`src/rtl/twiddle_addr_gen.sv`:
```
// twiddle_addr_gen
//   Twiddle-ROM address sequencer for one radix-2 DIT butterfly stage of an
//   N = 2^L point FFT. Emits one index per butterfly in butterfly-engine
//   order. The group count is the outer loop and the butterfly index j is the
//   inner loop. Each index is normalized to the 2^MAX_FFT_LENGTH_LOG2 table.
//   Addresses are delivered over a valid/ready handshake.
//
// Parameters
//   MAX_FFT_LENGTH_LOG2 : log2 of the largest supported FFT length (>= 2)
//   ADDR_WIDTH          : width of addr_o (>= MAX_FFT_LENGTH_LOG2)
//
// Ports
//   clk_i          : clock, rising edge
//   reset_i        : synchronous reset, active high
//   start_i        : request to sequence one stage (sampled in IDLE only)
//   fft_len_log2_i : L, legal 1..MAX_FFT_LENGTH_LOG2
//   stage_i        : s, legal 0..L-1
//   addr_o         : normalized twiddle index
//   addr_valid_o   : addr_o holds a valid request
//   addr_ready_i   : consumer accepts addr_o this cycle
//   busy_o         : high in RUN and DONE
//   done_o         : one-cycle pulse after the last transfer of a stage
//   err_o          : one-cycle pulse when start_i carries illegal parameters
//   stall_cnt_o    : (TWADDR_STALL_CNT_EN only) saturating count of cycles in
//                    RUN with addr_valid_o=1 and addr_ready_i=0
//
// Optional feature macro: TWADDR_STALL_CNT_EN
module twiddle_addr_gen #(
  parameter int MAX_FFT_LENGTH_LOG2 = 12,
  parameter int ADDR_WIDTH          = 16
) (
  input  logic                  clk_i,
  input  logic                  reset_i,
  input  logic                  start_i,
  input  logic [3:0]            fft_len_log2_i,
  input  logic [3:0]            stage_i,
  output logic [ADDR_WIDTH-1:0] addr_o,
  output logic                  addr_valid_o,
  input  logic                  addr_ready_i,
  output logic                  busy_o,
  output logic                  done_o,
  output logic                  err_o
`ifdef TWADDR_STALL_CNT_EN
  ,
  output logic [15:0]           stall_cnt_o
`endif
);

  localparam int CW = MAX_FFT_LENGTH_LOG2 - 1;

  typedef enum logic [1:0] {
    IDLE,
    RUN,
    DONE
  } state_t;

  state_t          state;
  logic [3:0]      len_r;
  logic [3:0]      stg_r;
  logic [CW-1:0]   j_cnt;
  logic [CW-1:0]   g_cnt;

  logic            start_ok;
  logic [3:0]      g_sh;
  logic [3:0]      a_sh;
  logic [CW-1:0]   j_last;
  logic [CW-1:0]   g_last;
  logic [CW-1:0]   j_nxt;
  logic [CW-1:0]   g_nxt;
  logic            xfer;
  logic            last_xfer;

  always_comb begin
    start_ok  = (fft_len_log2_i != 4'd0)
             && (int'(fft_len_log2_i) <= MAX_FFT_LENGTH_LOG2)
             && (stage_i < fft_len_log2_i);
    // G-1 = 2^(L-s-1)-1 and B-1 = 2^s-1. For s = CW the shift yields 0, and
    // the subtraction then wraps to all ones, which is the intended B-1.
    g_sh      = len_r - stg_r - 4'd1;
    j_last    = (CW'(1) << stg_r) - CW'(1);
    g_last    = (CW'(1) << g_sh) - CW'(1);
    // (j << (L-s-1)) << (MAX-L) collapses to j << (MAX-s-1), independent of L.
    a_sh      = 4'(MAX_FFT_LENGTH_LOG2 - 1) - stg_r;
    xfer      = addr_valid_o && addr_ready_i;
    last_xfer = xfer && (j_cnt == j_last) && (g_cnt == g_last);
    if (j_cnt == j_last) begin
      j_nxt = '0;
      g_nxt = g_cnt + CW'(1);
    end else begin
      j_nxt = j_cnt + CW'(1);
      g_nxt = g_cnt;
    end
  end

  always_ff @(posedge clk_i) begin
    if (reset_i) begin
      state        <= IDLE;
      len_r        <= '0;
      stg_r        <= '0;
      j_cnt        <= '0;
      g_cnt        <= '0;
      addr_o       <= '0;
      addr_valid_o <= 1'b0;
      busy_o       <= 1'b0;
      done_o       <= 1'b0;
      err_o        <= 1'b0;
`ifdef TWADDR_STALL_CNT_EN
      stall_cnt_o  <= '0;
`endif
    end else begin
      done_o <= 1'b0;
      err_o  <= 1'b0;
      case (state)
        IDLE: begin
          if (start_i) begin
            if (start_ok) begin
              len_r        <= fft_len_log2_i;
              stg_r        <= stage_i;
              j_cnt        <= '0;
              g_cnt        <= '0;
              addr_o       <= '0;
              addr_valid_o <= 1'b1;
              busy_o       <= 1'b1;
              state        <= RUN;
`ifdef TWADDR_STALL_CNT_EN
              stall_cnt_o  <= '0;
`endif
            end else begin
              err_o <= 1'b1;
            end
          end
        end
        RUN: begin
          if (last_xfer) begin
            addr_valid_o <= 1'b0;
            done_o       <= 1'b1;
            state        <= DONE;
          end else if (xfer) begin
            j_cnt  <= j_nxt;
            g_cnt  <= g_nxt;
            addr_o <= ADDR_WIDTH'(j_nxt) << a_sh;
          end
`ifdef TWADDR_STALL_CNT_EN
          if (addr_valid_o && !addr_ready_i && (stall_cnt_o != '1))
            stall_cnt_o <= stall_cnt_o + 16'd1;
`endif
        end
        DONE: begin
          busy_o <= 1'b0;
          state  <= IDLE;
        end
        default: begin
          state <= IDLE;
        end
      endcase
    end
  end

endmodule

```
`config.mk`:
```
export PLATFORM = sky130hd
export DESIGN_NAME = twiddle_addr_gen
export DESIGN_NICKNAME = d
export VERILOG_FILES = /design/src/rtl/twiddle_addr_gen.sv
export SDC_FILE = /design/constraint.sdc
export NUM_CORES = 1
export LEC_CHECK = 0
export ABC_AREA = 1
export CAP_MARGIN = 15
export CORE_MARGIN = 1.5
export CORE_UTILIZATION = 40
export DETAILED_ROUTE_END_ITERATION = 16
export DONT_BUFFER_PORTS = 1
export PLACE_DENSITY = 0.57
export SLEW_MARGIN = 20
export SYNTH_ARGS = -nofsm -noshare
export SYNTH_HDL_FRONTEND = slang
export SYNTH_SLANG_ARGS = --single-unit
```
`constraint.sdc`:
```
create_clock -name clk_i -period 3.95 [get_ports clk_i]
set_input_delay 0.395 -clock clk_i [delete_from_list [all_inputs] [get_ports clk_i]]
set_output_delay 0.395 -clock clk_i [all_outputs]
set_load 0.02 [all_outputs]
```
; ---- Word level (Yosys, flattened, before mapping)
; Cells that the tools add are included.
[word_totals]
reg_bits = 52
input_bits = 12
output_inout_bits = 20
wordCells = 78
[classes]
add_sub_neg = 7
n_lt_le_gt_ge = 2
eq_ne = 10
shifts = 3
muxes = 26
bitwise_logic = 3
reduce_logical = 17
[ops]
columns = op, n
row1 = 11-bit two-way mux, 8
row2 = 16-bit two-way mux, 4
row3 = 11-bit case mux with 2 select lines, 2
row4 = 16-bit case mux with 2 select lines, 1
row5 = "11-bit by 1-bit adder with 11-bit output, second input constant", 2
row6 = 11-bit == test, 2
row7 = "1-bit by 4-bit left shift with 11-bit output, first input constant", 2
row8 = "11-bit by 2-bit subtractor with 11-bit output, second input constant", 2
row9 = 11-bit by 4-bit left shift with 16-bit output, 1
row10 = "2-bit != test, second input constant", 6
row11 = 3-bit AND reduction, 3
row12 = 2-bit two-way mux, 3
row13 = 6-bit AND reduction, 1
row14 = 1-bit logical AND, 5
row15 = 1-bit two-way mux, 5
row16 = 5-bit AND reduction, 1
row17 = "4-bit less-or-equal comparator, second input constant", 1
row18 = 4-bit less-than comparator, 1
row19 = 1-bit case mux with 2 select lines, 2
row20 = 2-bit case mux with 2 select lines, 1
row21 = 4-bit AND reduction, 1
row22 = 2-bit nonzero test, 2
row23 = 4-bit nonzero test, 1
row24 = "4-bit by 1-bit subtractor with 4-bit output, second input constant", 1
row25 = other kinds (8), 10

; ---- Depth between registers and ports, before layout
; Gate-level depths: netlist of run 1.
[depth]
ltp_word = 8
mapped_depth = 27
depth_no_buf = 25

; ---- Worst setup path after synthesis of run 1
; OpenSTA, ideal clock, no wires.
[synth_timing]
path_type = register to register
startpoint = reg stg_r[0]
endpoint = reg addr_o[8]
setup_ns = 0.132
arrival_ns = 3.594
required_ns = 3.818
slack_ns = 0.224
path_stages_with_launch = 27
path_buffers = 3
period_less_slack_ns = 3.726
cell_sequence = dfxtp_1 buf_2 inv_1 buf_1 ha_1 inv_1 fa_1 inv_1 nand2_1 nand2_1 nand2_1 nor2_1 nand2_1 ha_1 a21oi_1 o21ai_0 a21oi_1 nand2_1 nor2_1 nand3_1 nor2_1 nand3_1 nand3_2 nand2_4 buf_6 nand2_1 a21oi_1
[synth_via]
elab_chain_len = 8
word_cells_on_any_way = 18
classes_between = add/sub (5) / eq/ne (3) / shift (3) / mux (4) / reduce/logical (3)
[synth_rtl]
columns = element, line
row1 = from (decl), 59  ; logic [3:0] stg_r;
row2 = from (signal assigned), 118  ; stg_r <= stage_i;
row3 = 4-bit subtractor or 1-bit by 4-bit left shift with 11-bit output (tied branches), "79, 80"
row4 = 4-bit by 1-bit subtractor with 4-bit output or 11-bit by 2-bit subtractor with 11-bit output (tied branches), "79, 80"
row5 = 1-bit by 4-bit left shift with 11-bit output or 11-bit == test (tied branches), "81, 85, 86"
row6 = 11-bit by 2-bit subtractor with 11-bit output or 11-bit two-way mux (tied branches), "81, 86"
row7 = 11-bit == test or 11-bit by 4-bit left shift with 16-bit output (tied branches), "85, 141"
row8 = 1-bit logical AND or 16-bit two-way mux (tied branches), "85, 138"
row9 = 2-bit != test (no line) or 16-bit two-way mux (tied branches), -
row10 = 5-bit AND reduction (no line) or 16-bit case mux with 2 select lines (tied branches), -
row11 = to (signal assigned), 141  ; addr_o <= ADDR_WIDTH'(j_nxt) << a_sh;
row12 = to (decl), 37  ; output logic [ADDR_WIDTH-1:0] addr_o,
; Several ways; a longest one is shown, not always the timed one. The select of a mux whose other input is x is not followed.
; A chain may end at the register's enable or synchronous reset.

; ---- Final worst setup path of run 1
[layout_timing]
startpoint = reg stg_r[2]
endpoint = reg j_cnt[9]
[layout_via]
elab_chain_len = 8
word_cells_on_any_way = 16
classes_between = add/sub (4) / eq/ne (3) / shift (2) / mux (4) / reduce/logical (3)
[layout_rtl]
columns = element, line
row1 = 4-bit subtractor, 79  ; g_sh = len_r - stg_r - 4'd1;
row2 = 4-bit by 1-bit subtractor with 4-bit output, 79
row3 = 1-bit by 4-bit left shift with 11-bit output, 81  ; g_last = (CW'(1) << g_sh) - CW'(1);
row4 = 11-bit by 2-bit subtractor with 11-bit output, 81
row5 = 11-bit == test, 85  ; last_xfer = xfer && (j_cnt == j_last) && (g_cnt == g_last);
row6 = 1-bit logical AND, 85
row7 = 2-bit != test (no line), -
row8 = 5-bit AND reduction (no line), -
row9 = to (signal assigned), 139  ; j_cnt <= j_nxt;
row10 = to (decl), 60  ; logic [CW-1:0] j_cnt;
; Several ways; a longest one is shown, not always the timed one. The select of a mux whose other input is x is not followed.

==> results of run 1 <==
power breakdown:
group | internal (mW) | leakage [nW] | total [mW] | switching (mW)
clock | 0.134 | 0.0511 | 0.344 | 0.210
sequential | 0.558 | 0.424 | 0.608 | 0.0498
combinational | 0.213 | 1.45 | 0.683 | 0.469
cell usage in the layout (no fill, tap or decap), types with 5 or more instances in the layout:
cell      netlist  routed
nand2_1       169     169
nand3_1       116     116
inv_1          73      73
nor2_1         67      65
dfxtp_1        52      52
a21oi_1        32      32
o21ai_0        24      24
a21oi_2        22      22
xor2_1         18      18
buf_4           3      15
nand2_2        14      13
nand4_1        11      11
ha_1           10      10
nor2_2          4       6
nor3_1          6       6
nand3b_1        5       5
o21ai_1         5       5
clkbuf_8        0       5
through the flow:
step                std cells  hold WS, ns  setup slack, ns  power [mW]
finish                    815        0.119            0.450        1.63
detailed placement        804        0.464            0.253        1.29
CTS                       812        0.113            0.215        1.64
global route              815       0.0996           0.0514        1.76
global placement          804        0.466            0.295        1.29
floorplan                 683        0.462            0.224        1.15
sequential cells by signal, indices dropped and copies added (netlist names), 2 cells and up:
register,count
g_cnt,11
state,2
len_r,4
addr_o,16
stg_r,4
j_cnt,11
critical path: cells and delay by family, from the launching register on:
family | cells | cell delay [ns]
adder cells (fa/ha/maj) | 2 | 0.62
AND/OR/NAND/NOR | 14 | 1.79
flip-flops | 1 | 0.40
buffers and inverters | 2 | 0.24
AO/OA/AOI/OAI | 3 | 0.38
Yosys cell counts, drive strengths merged:
library cell / number
a21oi: 54
o21ai: 31
clkinv: 1
fa: 1
nand2: 185
or2: 1
o2111ai: 1
nor3b: 1
dfxtp: 52
buf: 17
nand3: 119
inv: 78
nor3: 6
nand4: 12
ha: 10
xor2: 18
nor4: 3
clkbuf: 10
nor2: 75
xnor2: 3
nand3b: 5
cells by family after synthesis:
kind of cell	count (synthesis)	share of synthesized area
and+or+nand+nor	407	0.440
xor gates and xnor gates	21	0.0433
buffers and inverters	106	0.113
adders and majority gates	11	0.0342
AOI/OAI and AO/OA	86	0.125
DFF	52	0.245
how the worst min path moves through the flow:
stage,to,slack (ns),cells past startpoint
2_1_floorplan,len_r[0]$_SDFFE_PP0P_,0.46,2
3_3_place_gp,g_cnt[8]$_SDFFE_PP0P_,0.47,1
3_5_place_dp,g_cnt[3]$_SDFFE_PP0P_,0.46,1
4_1_cts,addr_valid_o$_SDFFE_PP0P_,0.11,1
5_1_grt,addr_valid_o$_SDFFE_PP0P_,0.1,1
6_report,addr_valid_o$_SDFFE_PP0P_,0.12,1
timing repair:
item	4_1_cts	5_1_grt
setup endpoints to repair	0	37
hold buffers	0	0
resized for setup	0	4
setup buffers	0	3
layout make-up:
type,instances,area (um2)
Multi-Input combinational cell,525,2750
Tap cell,136,170
Clock buffer,5,68.8
Sequential cell,52,1040
Inverter,79,303
Clock inverter,3,28.8
Fill cell,1114,5850
Timing Repair Buffer,15,113
per-layer routing:
| metal | routed length [um] | vias up | GRT usage |
|---|---|---|---|
| li1 | - | 2210 | - |
| met1 | 5650 | 1941 | 0.300 |
| met2 | 5400 | 140 | 0.365 |
| met3 | 691 | 19 | 0.0300 |
| met4 | 258 | 0 | 0.0705 |
| met5 | 0 | - | 0 |
==> run summary, run 1 <==
CP max FO: 18
Reg-to-reg slack, setup: 0.45 ns
Critical Path End Type: flop
Startpoint types: flop
WP data arrival: 3.77 ns
Leak: 1.93 nW
Largest net degree at the start of global routing: 29
ANT cells: 0
# clock sinks: 52
Util after Layout: 0.433
Fmax: 286 MHz
Hpwl dp: 9.31 mm
Minimum period implied by the final worst setup slack: 3.50 ns
Net Count, Synth: 706
Area grow syn2layout: 5.24%
Worst setup path startpoint: stg_r[2]$_SDFFE_PP0P_
Hold Fails Final Rpt: 0
Sequence of cells on the critical path: inv_4 -> ha_1 -> or2_1 -> nand2_1 -> nand2_1 -> nand2_2 -> nand2_1 -> ha_1 -> a21oi_1 -> o21ai_0 -> a21oi_1 -> nand2_1 -> nor2_1 -> nand3_1 -> nor2_1 -> nand3_1 -> nand3_4 -> nand2_4 -> inv_2 -> nor2_1 -> nor2_1
Final WL: 12.0 mm
Vias: 4,310
Status: finished, final reports clean
NumNets Final: 701
Placed cell area: 4330 um2
Initial antenna violation count: 0
Design Area, Final: 4470 um2
Clk_skew: 0.0107 ns
CP endpoint: j_cnt[9]$_SDFFE_PP0P_
Initial DRC count: 285
Clk_lat worst skew: 0.33 ns
Slowest cell on crit path: dfxtp_1
Unrepaired setup endpoints after global routing: no
Largest area contributor in the netlist: dfxtp_1
RR Endpoint: j_cnt[9]$_SDFFE_PP0P_
First-pass GRT wire length: 19.9 mm
Post-route ant nets: 0
Die W: 106 um
Reg2reg start: stg_r[2]$_SDFFE_PP0P_
Boundary Pins: 32
CP Class: reg -> reg
Max-Cap Viols: 0
Max-slew violation count: 0
GPL Wtd Cong: 0.935
Mapped Cells: 683
Slew margin rel.: 0.523
# DRC: 0
Final period utilization: 0.886
# rows: 37
Clock transition at the registers of the reported paths: 0.11 ns
Core Region: 10,300 um2
Worst-margin pin slew: 0.715 ns
Final setup fails: 0
HP Class: in -> reg
CTS Buf Count: 5
Sequential share of the synthesized area: 0.245
GRT overflow: 0
#FFs+latches synth: 52
Number of global-route vias before repair: 4,020
PortBufs: 0
Mapped cell area: 4250 um2
Ranking of synthesized cells by area: dfxtp_1 (25%), nand2_1 (15%), nand3_1 (14%)
Post-synthesis cell type count: 37
Clock Tree Root: clkbuf_8
Fin Setup TNS: 0 ns
Synthesis Warnings: 0
CTS max path bufs: 2
CTS tree: built
Layout cells sized above 1: 0.122
CTS HTree Levels: 2
Hold path startpoint: reset_i
TritonRoute pass-1 iters: 5
Syn_area_per_cell: 6.22 um2
CP max stage delay: 0.40 ns
Area share of the largest cell type after synthesis: 0.245
Die Ht: 106 um
Initial core utilization: 0.411
Reg2Reg Depth: 21
Tot GR Track Use: 0.222
Worst EP required: 4.22 ns
Cell Pwr Density: 366 nW/um2
VDD IR-drop max: 0.196 mV
Die area: 11,200 um2
Vias per cell: 5.29
WL/cell: 14.7 um
No activity file was read; power rests on OpenSTA's default activity.
==> run 2: changes to the inputs <==
--- a/config.mk
+++ b/config.mk
@@ -7,6 +7,7 @@
 export LEC_CHECK = 0
 export ABC_AREA = 1
 export CAP_MARGIN = 15
+export CORE_ASPECT_RATIO = 1.25
 export CORE_MARGIN = 1.5
 export CORE_UTILIZATION = 40
 export DETAILED_ROUTE_END_ITERATION = 16
==> run 2 against run 1 <==
Fmax is 2.2% lower; combinational power is 0.7% higher; die area about the same; sequential share of layout area down 0.49 points; non-clock buffer count up 6; register-to-register slack got worse by 0.08 ns; clock skew barely moved; worst hold slack gained 0.040 ns; clock power grew 31%; clock-buffer cell count grew 2; critical path type unchanged; critical endpoint is now j_cnt[7]$_SDFFE_PP0P_.
==> run summary, run 2 (same netlist as run 1, synthesis figures left out) <==
Clk_skew: 0.0109 ns (+0.000150 ns)
Top reg by flops: addr_o
Pwr Total: 1.75 mW (+6.9%)
Fin Setup TNS: 0 ns (unchanged)
Commonest non-fill, non-tap cells in the layout: nand2_1 (169), nand3_1 (116), inv_1 (73)
Reg-to-reg slack, setup: 0.37 ns (-0.08 ns)
Internal power: 1.04 mW (+14%)
Clk_lat worst skew: 0.30 ns (-0.03 ns)
Non-filler instance count after layout: 814 (-0.12%)
Hold_buf cts: 0 (unchanged)
Slowest cell on crit path: dfxtp_1
Initial DRC count: 220 (-23%)
HP Class: in -> reg
Sequential fraction of design power: 0.348 (-0.024)
Fillers: 1,086 (-2.5%)
VDD IR-drop max: 0.187 mV (-4.6%)
Post-route ant nets: 0 (unchanged)
Vias: 4,357 (+1.1%)
Max reg flops: 16 (unchanged)
Util after Layout: 0.447 (+0.0142)
Logic pwr share: 0.394 (-0.024)
CP max stage delay: 0.37 ns (-0.03 ns)
NumNets Final: 707 (+0.86%)
Placed cell area: 4320 um2 (-0.38%)
Core Region: 10,200 um2 (-1.1%)
ANT cells: 0 (unchanged)
Clock transition at the registers of the reported paths: 0.07 ns (-0.04 ns)
Slew margin rel.: 0.461 (-0.0619)
Unrepaired setup endpoints after global routing: no
WP buf/inv: 2 (unchanged)
Initial antenna violation count: 0 (unchanged)
Reg2Reg Depth: 20 (-4.8%)
CP delay by family, top: simple AND/OR/NAND/NOR gates
Area grow syn2layout: 7.48%
RR Endpoint: j_cnt[7]$_SDFFE_PP0P_
Status: finished, final reports clean
Initial core utilization: 0.416 (+0.00464)
Worst EP required: 4.17 ns (-0.05 ns)
Fmax: 279 MHz (-2.2%)
GPL Wtd Cong: 0.878 (-6.1%)
Final WL: 11.9 mm (-1.2%)
Clock Tree Root: clkbuf_16
Worst path depth: 20 (-4.8%)
Boundary Pins: 32 (unchanged)
CP Class: reg -> reg
Die Ht: 118 um (+11%)
Most common cell after layout, fill and taps aside: nand2_1
Number of global-route vias before repair: 4,174 (+3.8%)
Critical Path End Type: flop
Multi-input logic area: 2750 um2 (+0.14%)
Worst-margin pin slew: 0.806 ns (+0.0907 ns)
PortBufs: 0 (unchanged)
Design Area, Final: 4560 um2 (+2.1%)
Switch Pwr: 712 uW (-2.4%)
Clock network power share: 0.258 (+0.047)
Hold Fails Final Rpt: 0 (unchanged)
Setup ws final: 0.372 ns (-0.0778 ns)
Hpwl dp: 9.24 mm (-0.76%)
Max-slew violation count: 0 (unchanged)
Final period utilization: 0.906 (+0.0197)
Die W: 95.2 um (-10%)
CTS max path bufs: 2 (unchanged)
Final setup fails: 0 (unchanged)
Layout cells sized above 1: 0.126 (+0.00331)
TritonRoute pass-1 iters: 6 (+1)
CP endpoint: j_cnt[7]$_SDFFE_PP0P_
Sequential Area: 1040 um2 (unchanged)
Switch share: 0.407 (-0.0386)
Hold slack final: 0.159 ns (+0.0401 ns)
CTS tree: built
Largest net degree at the start of global routing: 39 (+34%)
First-pass GRT wire length: 19.7 mm (-0.94%)
Vias per cell: 5.35 (+1.2%)
Max-Cap Viols: 0 (unchanged)
CP max FO: 14 (-4)
Largest regs: addr_o x16, g_cnt x11, j_cnt x11
Pre-CTS WS: 0.275 ns (+0.0225 ns)
Placed insts: 796 (-1.0%)
# rows: 41 (+11%)
Sequence of cells on the critical path: inv_4 -> ha_1 -> or2_1 -> nand2_1 -> nand2_1 -> nand2_2 -> nand2_1 -> ha_1 -> a21oi_1 -> o21ai_0 -> a21oi_1 -> nand2_1 -> nor2_1 -> nand3_1 -> nor2_1 -> nand3_1 -> nand3_4 -> buf_4 -> nand3_1 -> a21oi_1
Tot GR Track Use: 0.221 (-0.000502)
CTS HTree Levels: 2 (unchanged)
# clock sinks: 52 (unchanged)
WP data arrival: 3.80 ns (+0.03 ns)
Cell Pwr Density: 383 nW/um2 (+4.7%)
Startpoint types: flop
CTS Buf Count: 5 (unchanged)
Die area: 11,200 um2 (about the same)
Most used cell, CP: nand2_1
Reg2reg start: stg_r[2]$_SDFFE_PP0P_
Leak: 1.98 nW (+2.5%)
WL/cell: 14.6 um (-1.1%)
# DRC: 0 (unchanged)
Minimum period implied by the final worst setup slack: 3.58 ns (+0.0778 ns)
Worst setup path startpoint: stg_r[2]$_SDFFE_PP0P_
GRT overflow: 0 (unchanged)
## run 2: cell count changes in the layout (fill, tap and decap cells not counted), moves of 2 or more
cell,change
buf_4,+6
clkbuf_16,+5
clkbuf_8,-4
inv_6,-2
nor2_1,+2
nor2_2,-2
## run 2: area by class of cell
type | instances | area share
Clock inverter | 1 | 0.00164
Sequential cell | 52 | 0.228
Clock buffer | 7 | 0.0313
Timing Repair Buffer | 21 | 0.0345
Multi-Input combinational cell | 525 | 0.602
Tap cell | 129 | 0.0354
Inverter | 79 | 0.0669
## run 2: worst min path at each step
stage,to,depth (start not counted),slack [ns],startpoint
global placement,g_cnt[8]$_SDFFE_PP0P_,1,0.46,reset_i
detailed placement,g_cnt[6]$_SDFFE_PP0P_,1,0.47,reset_i
global route,addr_o[8]$_SDFFE_PP0P_,1,0.15,reset_i
CTS,addr_o[8]$_SDFFE_PP0P_,1,0.15,reset_i
floorplan,len_r[0]$_SDFFE_PP0P_,2,0.46,len_r[0]$_SDFFE_PP0P_
finish,addr_o[8]$_SDFFE_PP0P_,1,0.16,reset_i
## run 2: power by group through the flow
stage | combinational, mW | clock [mW] | sequential, mW
after floorplan | 0.540 | 0 | 0.614
after global placement | 0.655 | 0 | 0.621
after detailed placement | 0.663 | 0 | 0.622
after CTS | 0.665 | 0.466 | 0.610
after global routing | 0.780 | 0.483 | 0.613
final | 0.688 | 0.451 | 0.609
## run 2: worst reg2reg max path, cell delays in order, from the launching register on
cell     delay [ns]
dfxtp_1        0.37
inv_4          0.09
ha_1           0.31
or2_1          0.24
nand2_1        0.09
nand2_1        0.06
nand2_2        0.21
nand2_1        0.11
ha_1           0.32
a21oi_1        0.14
o21ai_0        0.13
a21oi_1        0.17
nand2_1        0.07
nor2_1         0.10
nand3_1        0.07
nor2_1         0.17
nand3_1        0.18
nand3_4        0.19
buf_4          0.22
nand3_1        0.10
a21oi_1        0.16
## run 2: per-layer routing
metal,vias to the layer above,share of wire,global-route usage
met5,-,0,0
met4,0,0.026,0.0924
met3,21,0.043,0.0290
met2,105,0.52,0.385
met1,2005,0.41,0.266
li1,2226,-,-
## run 2: what timing repair did
action,4_1_cts,5_1_grt
endpoints found under the setup margin,0,26
setup buffers,0,10
resized for setup,0,5
